File: src/rtl/uart_defs.sv
// uart_defs: shared UART state encodings, parity conventions and data width
package uart_defs;
  localparam int DATA_BITS = 8;
  localparam logic PARITY_EVEN = 1'b0;
  localparam logic PARITY_ODD  = 1'b1;
  typedef logic [2:0] state_t;
  localparam state_t IDLE   = 3'd0;
  localparam state_t START  = 3'd1;
  localparam state_t DATA   = 3'd2;
  localparam state_t PARITY = 3'd3;
  localparam state_t STOP   = 3'd4;
  // parity_type 0 makes data+parity carry an even number of ones, 1 an odd number
  function automatic logic parity_of(input logic [DATA_BITS-1:0] d, input logic parity_type);
    return (^d) ^ parity_type;
  endfunction
endpackage

File: src/rtl/uart_baud_counter.sv
// uart_baud_counter: counts clocks within one serial bit and flags the last one
module uart_baud_counter #(
  parameter int CLKS_PER_BIT = 868
) (
  input  logic clk,
  input  logic rst_n,
  input  logic enable,
  input  logic clear,
  output logic bit_tick
);
  localparam int W = $clog2(CLKS_PER_BIT);
  localparam logic [W-1:0] LAST = W'(CLKS_PER_BIT - 1);
  logic [W-1:0] cnt;
  always_ff @(posedge clk or negedge rst_n)
    if (!rst_n) cnt <= '0;
    else if (clear) cnt <= '0;
    else if (enable) cnt <= (cnt == LAST) ? '0 : cnt + 1'b1;
  assign bit_tick = enable && (cnt == LAST);
endmodule

File: src/rtl/uart_tx_parity.sv
// uart_tx_parity: 8-bit UART transmitter with optional even/odd parity bit
module uart_tx_parity
  import uart_defs::*;
#(
  parameter int CLKS_PER_BIT = 868,
  parameter bit PARITY_EN    = 1'b1
) (
  input  logic       clk,
  input  logic       rst_n,
  input  logic       tx_start,
  input  logic [7:0] tx_data,
  input  logic       parity_type,
  output logic       tx_ready,
  output logic       tx_serial,
  output logic       tx_done
);
  localparam int IW = $clog2(DATA_BITS);
  state_t state, state_nxt;
  logic [DATA_BITS-1:0] shift_reg;
  logic [IW-1:0] bit_idx;
  logic par;
  logic bit_tick;
  logic accept;
  assign accept = tx_start && tx_ready;
  uart_baud_counter #(.CLKS_PER_BIT(CLKS_PER_BIT)) u_baud (
    .clk      (clk),
    .rst_n    (rst_n),
    .enable   (state != IDLE),
    .clear    (state == IDLE),
    .bit_tick (bit_tick)
  );
  always_ff @(posedge clk or negedge rst_n)
    if (!rst_n) state <= IDLE;
    else state <= state_nxt;
  // byte and parity are frozen at accept so later input changes cannot reach the line
  always_ff @(posedge clk or negedge rst_n)
    if (!rst_n) begin
      shift_reg <= '0;
      bit_idx   <= '0;
      par       <= 1'b0;
    end else if (accept) begin
      shift_reg <= tx_data;
      bit_idx   <= '0;
      par       <= parity_of(tx_data, parity_type);
    end else if (state == DATA && bit_tick) begin
      shift_reg <= shift_reg >> 1;
      bit_idx   <= bit_idx + 1'b1;
    end
  always_comb begin
    state_nxt = state;
    case (state)
      IDLE:    state_nxt = accept ? START : IDLE;
      START:   state_nxt = bit_tick ? DATA : START;
      DATA:    state_nxt = (bit_tick && bit_idx == IW'(DATA_BITS - 1)) ? (PARITY_EN ? PARITY : STOP) : DATA;
      PARITY:  state_nxt = bit_tick ? STOP : PARITY;
      STOP:    state_nxt = bit_tick ? IDLE : STOP;
      default: state_nxt = IDLE;
    endcase
  end
  always_comb begin
    tx_ready  = state == IDLE;
    tx_done   = state == STOP && bit_tick;
    tx_serial = state == START ? 1'b0 : state == DATA ? shift_reg[0] : state == PARITY ? par : 1'b1;
  end
endmodule

File: config.mk
export PLATFORM = sky130hd
export DESIGN_NAME = uart_tx_parity
export DESIGN_NICKNAME = d
export VERILOG_FILES = /design/src/rtl/uart_defs.sv /design/src/rtl/uart_baud_counter.sv /design/src/rtl/uart_tx_parity.sv
export SDC_FILE = /design/constraint.sdc
export NUM_CORES = 1
export LEC_CHECK = 0
export CAP_MARGIN = 20
export CORE_UTILIZATION = 26
export CTS_CLUSTER_SIZE = 8
export DETAILED_ROUTE_END_ITERATION = 10
export PLACE_DENSITY = 0.41
export SETUP_SLACK_MARGIN = 0.4
export SYNTH_ARGS = -nofsm -noshare
export SYNTH_HDL_FRONTEND = slang
export SYNTH_SLANG_ARGS = --single-unit
File: constraint.sdc
create_clock -name clk -period 2.1 [get_ports clk]
set_input_delay 0.42 -clock clk [delete_from_list [all_inputs] [get_ports clk]]
set_output_delay 0.42 -clock clk [all_outputs]
set_load 0.02 [all_outputs]
== Word level (Yosys, flattened, before mapping) ==
Index checks and enable logic that the tools add are counted.
Word-level totals
  output and inout port bits: 3
  memory bits (read-only): 0
  bits in registers: 25
  input port bits: 12
  bits in latches: 0
  bits in writable memories: 0
  logic and storage cells: 40
  memories kept: 0
Cells by class
  bitwise operators: 1
  reductions and logical operators: 10
  eq/ne operators: 6
  multipliers: 0
  order comparisons: 0
  shift operators: 0
  div/mod/pow operators: 0
  add/sub/neg operators: 2
  mux-type cells: 16
Operators by type and width (count)
  10-bit 2-to-1 mux: 3
  8-bit 2-to-1 mux: 2
  3-bit case mux with 5 select lines: 1
  3-bit 2-to-1 mux: 4
  10-bit by 1-bit adder with 10-bit output (second input constant): 1
  10-bit == test (second input constant): 1
  8-bit XOR reduction: 1
  3-bit by 2-bit == test with 1-bit output (second input constant): 2
  3-bit == test (second input constant): 2
  1-bit logical AND: 5
  1-bit 2-to-1 mux: 5
  2-bit nonzero test: 2
  3-bit by 1-bit adder with 3-bit output (second input constant): 1
  3-bit by 1-bit == test with 1-bit output (second input constant): 1
  3-bit logical NOT: 1
  3-bit nonzero test: 1
  2-bit 2-to-1 mux: 1
  1-bit XOR: 1

== Longest topological paths before layout ==
  word-level depth: 5
  gate-level depth with buffers: 7

== Cells and area by module ==
Synthesis repeated with hierarchy kept, for this count alone.
Unflattened totals
  cells, all modules: 140
  area, all modules: 1461.4 um2
Modules (own cells, without submodules)
  uart_tx_parity: area an instance 873.3 um2, seq. area each 375.4 um2, cells each 82, instances 1
  uart_baud_counter: area an instance 588.1 um2, seq. area each 250.2 um2, cells each 58, instances 1

== Worst setup path after synthesis ==
OpenSTA, ideal clock, no wires.
  path kind: reg2out
  start: register u_baud.cnt[0]
  end: output port tx_done
  setup slack: 0.440 ns
  arrival: 1.240 ns
  data required time: 1.680 ns
  cell stages (with the launch flop): 5
  cells stage by stage: dfrtp_1 -> ha_1 -> nor3b_2 -> nand3_1 -> nor2_1
On the way
  word-level cells in the longest chain between the ends: 3
RTL lines
  from (decl): line uart_baud_counter.sv:13  | logic [W-1:0] cnt;
  from (signal assigned): line uart_baud_counter.sv:17  | else if (enable) cnt <= (cnt == LAST) ? '0 : cnt + 1'b1;
  10-bit == test: line uart_baud_counter.sv:18  | assign bit_tick = enable && (cnt == LAST);
  1-bit logical AND: line uart_baud_counter.sv:18
  1-bit logical AND: line uart_tx_parity.sv:62  | tx_done = state == STOP && bit_tick;
  to (decl): line uart_tx_parity.sv:15  | output logic tx_done
Every way passes these cells.

== Worst setup path in the final report ==
  start: register u_baud.cnt[4]
  end: output port tx_done
The elaborated chain is that of the path after synthesis.

==> reports/metrics.cfg <==
[flow_run]
timing.max_cap.violations=0

[sta]
grt_setup_unrepaired=yes
finalCriticalPeriod_ns=1.75
finalWorstSetupSlack_ns=0.349
slew_headroom_pct=76.7
worst_margin_slew_ns=0.350
setup_total_negative_slack_ns=0
clock.fmax_ghz=0.571
final-hold-violation-count=0
finalSetupViolCount=0
drv_slew=0
fin_crit_sh_pct=83.4
final.setup_skew_ns=0.0157

[floorplan]
design.portCount=15
core_area_mm2=0.00479
floorplan.rows=25
design.die.area_mm2=0.00535
initial_core_util_pct=27.5
die_width_um=73.1
die_height_um=73.1

[clock_tree]
tritoncts=done
cts.clk_slew.worst_paths_ns=0.10
clk-insertion-delay-late_ns=0.27
cts.htree.levels=1
numClockSinks=25
cts_max_path_buffers=2
cts_hold_buffers=0
clock-root-buffer=sky130_fd_sc_hd__clkbuf_8
tritoncts_buffers=3

[global_route]
grt_start_max_net_pins=26
initial_antenna_violation_count=0
grt_pass1_wl_um=4370
track_usage_pct=10.8
globalRouteOverflowTotal=0
grt_pass1_vias=923

[worst_hold_path]
hold_depth=1
hp-class=flop to flop
hold_path_startpoint=shift_reg[3]
worstHoldEndpoint=shift_reg[3]

[setup_path]
critical_path_peak_fanout=2
critPathArrivalTime_ns=1.33
timing.critical_path.from_type=flop
critical_path.slowest_cell=sky130_fd_sc_hd__dfrtp_1
worst-r2r-cell-count=5
timing.critical_path.to_type=output port
critical-path-max-stage-delay_ns=0.40
worst_r2r_dst=bit_idx[0]
cell_breakdown_of_the_critical_path=and4bb_4, nand3_2, nor2_2, buf_6
cp_data_required_time_ns=1.68
r2r-start=u_baud.cnt[4]
critical_path_class=flop to output port
r2r_slack_ns=0.46

[finish]
nNetsFinal=174
antenna_cells=0
fill_cells=491
post_route_cells_drive_above_1_share_pct=24.7
flip_flop_count_of_the_largest_register_all_copies_and_words_added=10
layout-area-overhead-vs-synth_pct=30.3

[synth]
synth_top_area_share_pct=47.6
synthCells=126
mappedNetlistNets=141
synthTopCellsByArea=sky130_fd_sc_hd__dfrtp_1 (48%), sky130_fd_sc_hd__xnor2_1 (6.0%), sky130_fd_sc_hd__nor2_1 (4.9%)
synth_seq_cells=25
ys_dominant_reg_cell=sky130_fd_sc_hd__dfrtp_1
synth.yosys.seq_area_share_pct=47.6
ys.warnings.count=0
post_synth_instance_area_mm2=0.00132
synth.lib_cells_used.distinct=35
synth.cells.most_frequent=sky130_fd_sc_hd__dfrtp_1 (25), sky130_fd_sc_hd__nor2_1 (17), sky130_fd_sc_hd__nand2_1 (12)
post-synth-top-area-cell=sky130_fd_sc_hd__dfrtp_1
synthArstFlopShare_pct=100
number_of_synthesized_flops_with_an_enable_pin=0
yosys.cell_count.top_type=sky130_fd_sc_hd__dfrtp_1
postSynthAreaPerCell_um2=10.4

[route]
vias=971
totalWireLength_um=2740
via_per_inst=4.32
antenna_left=0
first_iter_violations=28
wl_per_cell_um=12.2
drcViolationCount=0
detail_route.first_pass.iterations=4

[pwr]
total_leakage_power_nw=0.780
power.ir.vdd_worst_v=0.000233
power.density_mw_per_mm2=490

[placement]
place_hpwl_um=1940
portBuffers=14
place_ws_ns=0.106
place_congestion=0.756

[status]
run_status=finished clean

-- cell type report --
class	count	area (um^2)	area share (%)
Multi-Input combinational cell	94	666	38.9
Sequential cell	25	627	36.6
Clock buffer	3	41.3	2.41
Clock inverter	1	5.00	0.292
Tap cell	67	83.8	4.89
Timing Repair Buffer	33	283	16.5
Inverter	2	7.51	0.438
-- cells in the final DEF, fill, tap and decap left out, types with 5 or more instances in the layout --
cell type	count
sky130_fd_sc_hd__a21o_1	5
sky130_fd_sc_hd__nand2_1	12
sky130_fd_sc_hd__nand3_1	5
sky130_fd_sc_hd__xor2_1	6
sky130_fd_sc_hd__a22o_1	5
sky130_fd_sc_hd__nor2_1	16
sky130_fd_sc_hd__xnor2_1	9
sky130_fd_sc_hd__dfrtp_1	24
sky130_fd_sc_hd__clkdlybuf4s50_1	11
sky130_fd_sc_hd__buf_4	20
-- through the flow --
step / total power (W) / instance area (um^2) / std cells / utilization (%) / hold WS (ns)
finish: 0.000839 / 1710 / 225 / 35.8 / 0.482
global route: 0.000874 / 1710 / 225 / 35.8 / 0.511
CTS: 0.000857 / 1660 / 221 / 34.8 / 0.487
detailed placement: 0.000560 / 1570 / 212 / 32.9 / 0.466
global placement: 0.000559 / 1570 / 212 / 32.9 / 0.461
floorplan: 0.000518 / 1320 / 126 / - / 0.124
-- critical path, delay by kind of cell (launching register included) --
family / cells / cell delay [ns]
and+or+nand+nor: 3 / 0.53
DFF: 1 / 0.40
buffers and inverters: 1 / 0.12
-- worst max path at each step --
stage                              from  endpoint  slack [ns]  cells after the start
after floorplan           u_baud.cnt[0]   tx_done        0.44                      4
after global placement    u_baud.cnt[0]   tx_done        0.13                      5
after detailed placement  u_baud.cnt[0]   tx_done        0.11                      5
after CTS                 u_baud.cnt[4]   tx_done        0.31                      4
after global routing      u_baud.cnt[0]   tx_done        0.26                      5
final                     u_baud.cnt[4]   tx_done        0.35                      4
-- timing repair --
item,CTS,global route
pin swaps,3,3
gates resized for setup,21,6
setup buffers,5,4
endpoints found under the setup margin,12,9
-- cell families (layout without fill, tap and decap cells) --
family                     count (synthesis)  count (layout)  synth area share, %
and+or+nand+nor                           52              52                 21.1
DFF                                       25              25                 47.6
AOI/OAI and AO/OA                         20              20                 10.8
xor gates and xnor gates                  16              16                 11.7
muxes                                      3               3                 2.38
buffers and inverters                      7              39                 3.61
adders and majority gates                  3               3                 2.85
-- routing by layer --
metal	wire [um]	up-vias	global-route usage (%)
met2	1340	7	16.8
met5	0	-	0
met4	21	0	2.61
met3	78	2	2.90
met1	1300	464	15.0
li1	-	498	-
-- where the power goes --
group	switching, W	internal (W)	leakage, nW
Clock	0.000157	0.000133	0.0255
Combinational	0.0000278	0.0000397	0.448
Sequential	0	0.000481	0.307
Total	0.000185	0.000653	0.780
Note: power is estimated with default switching activity, not from simulation.
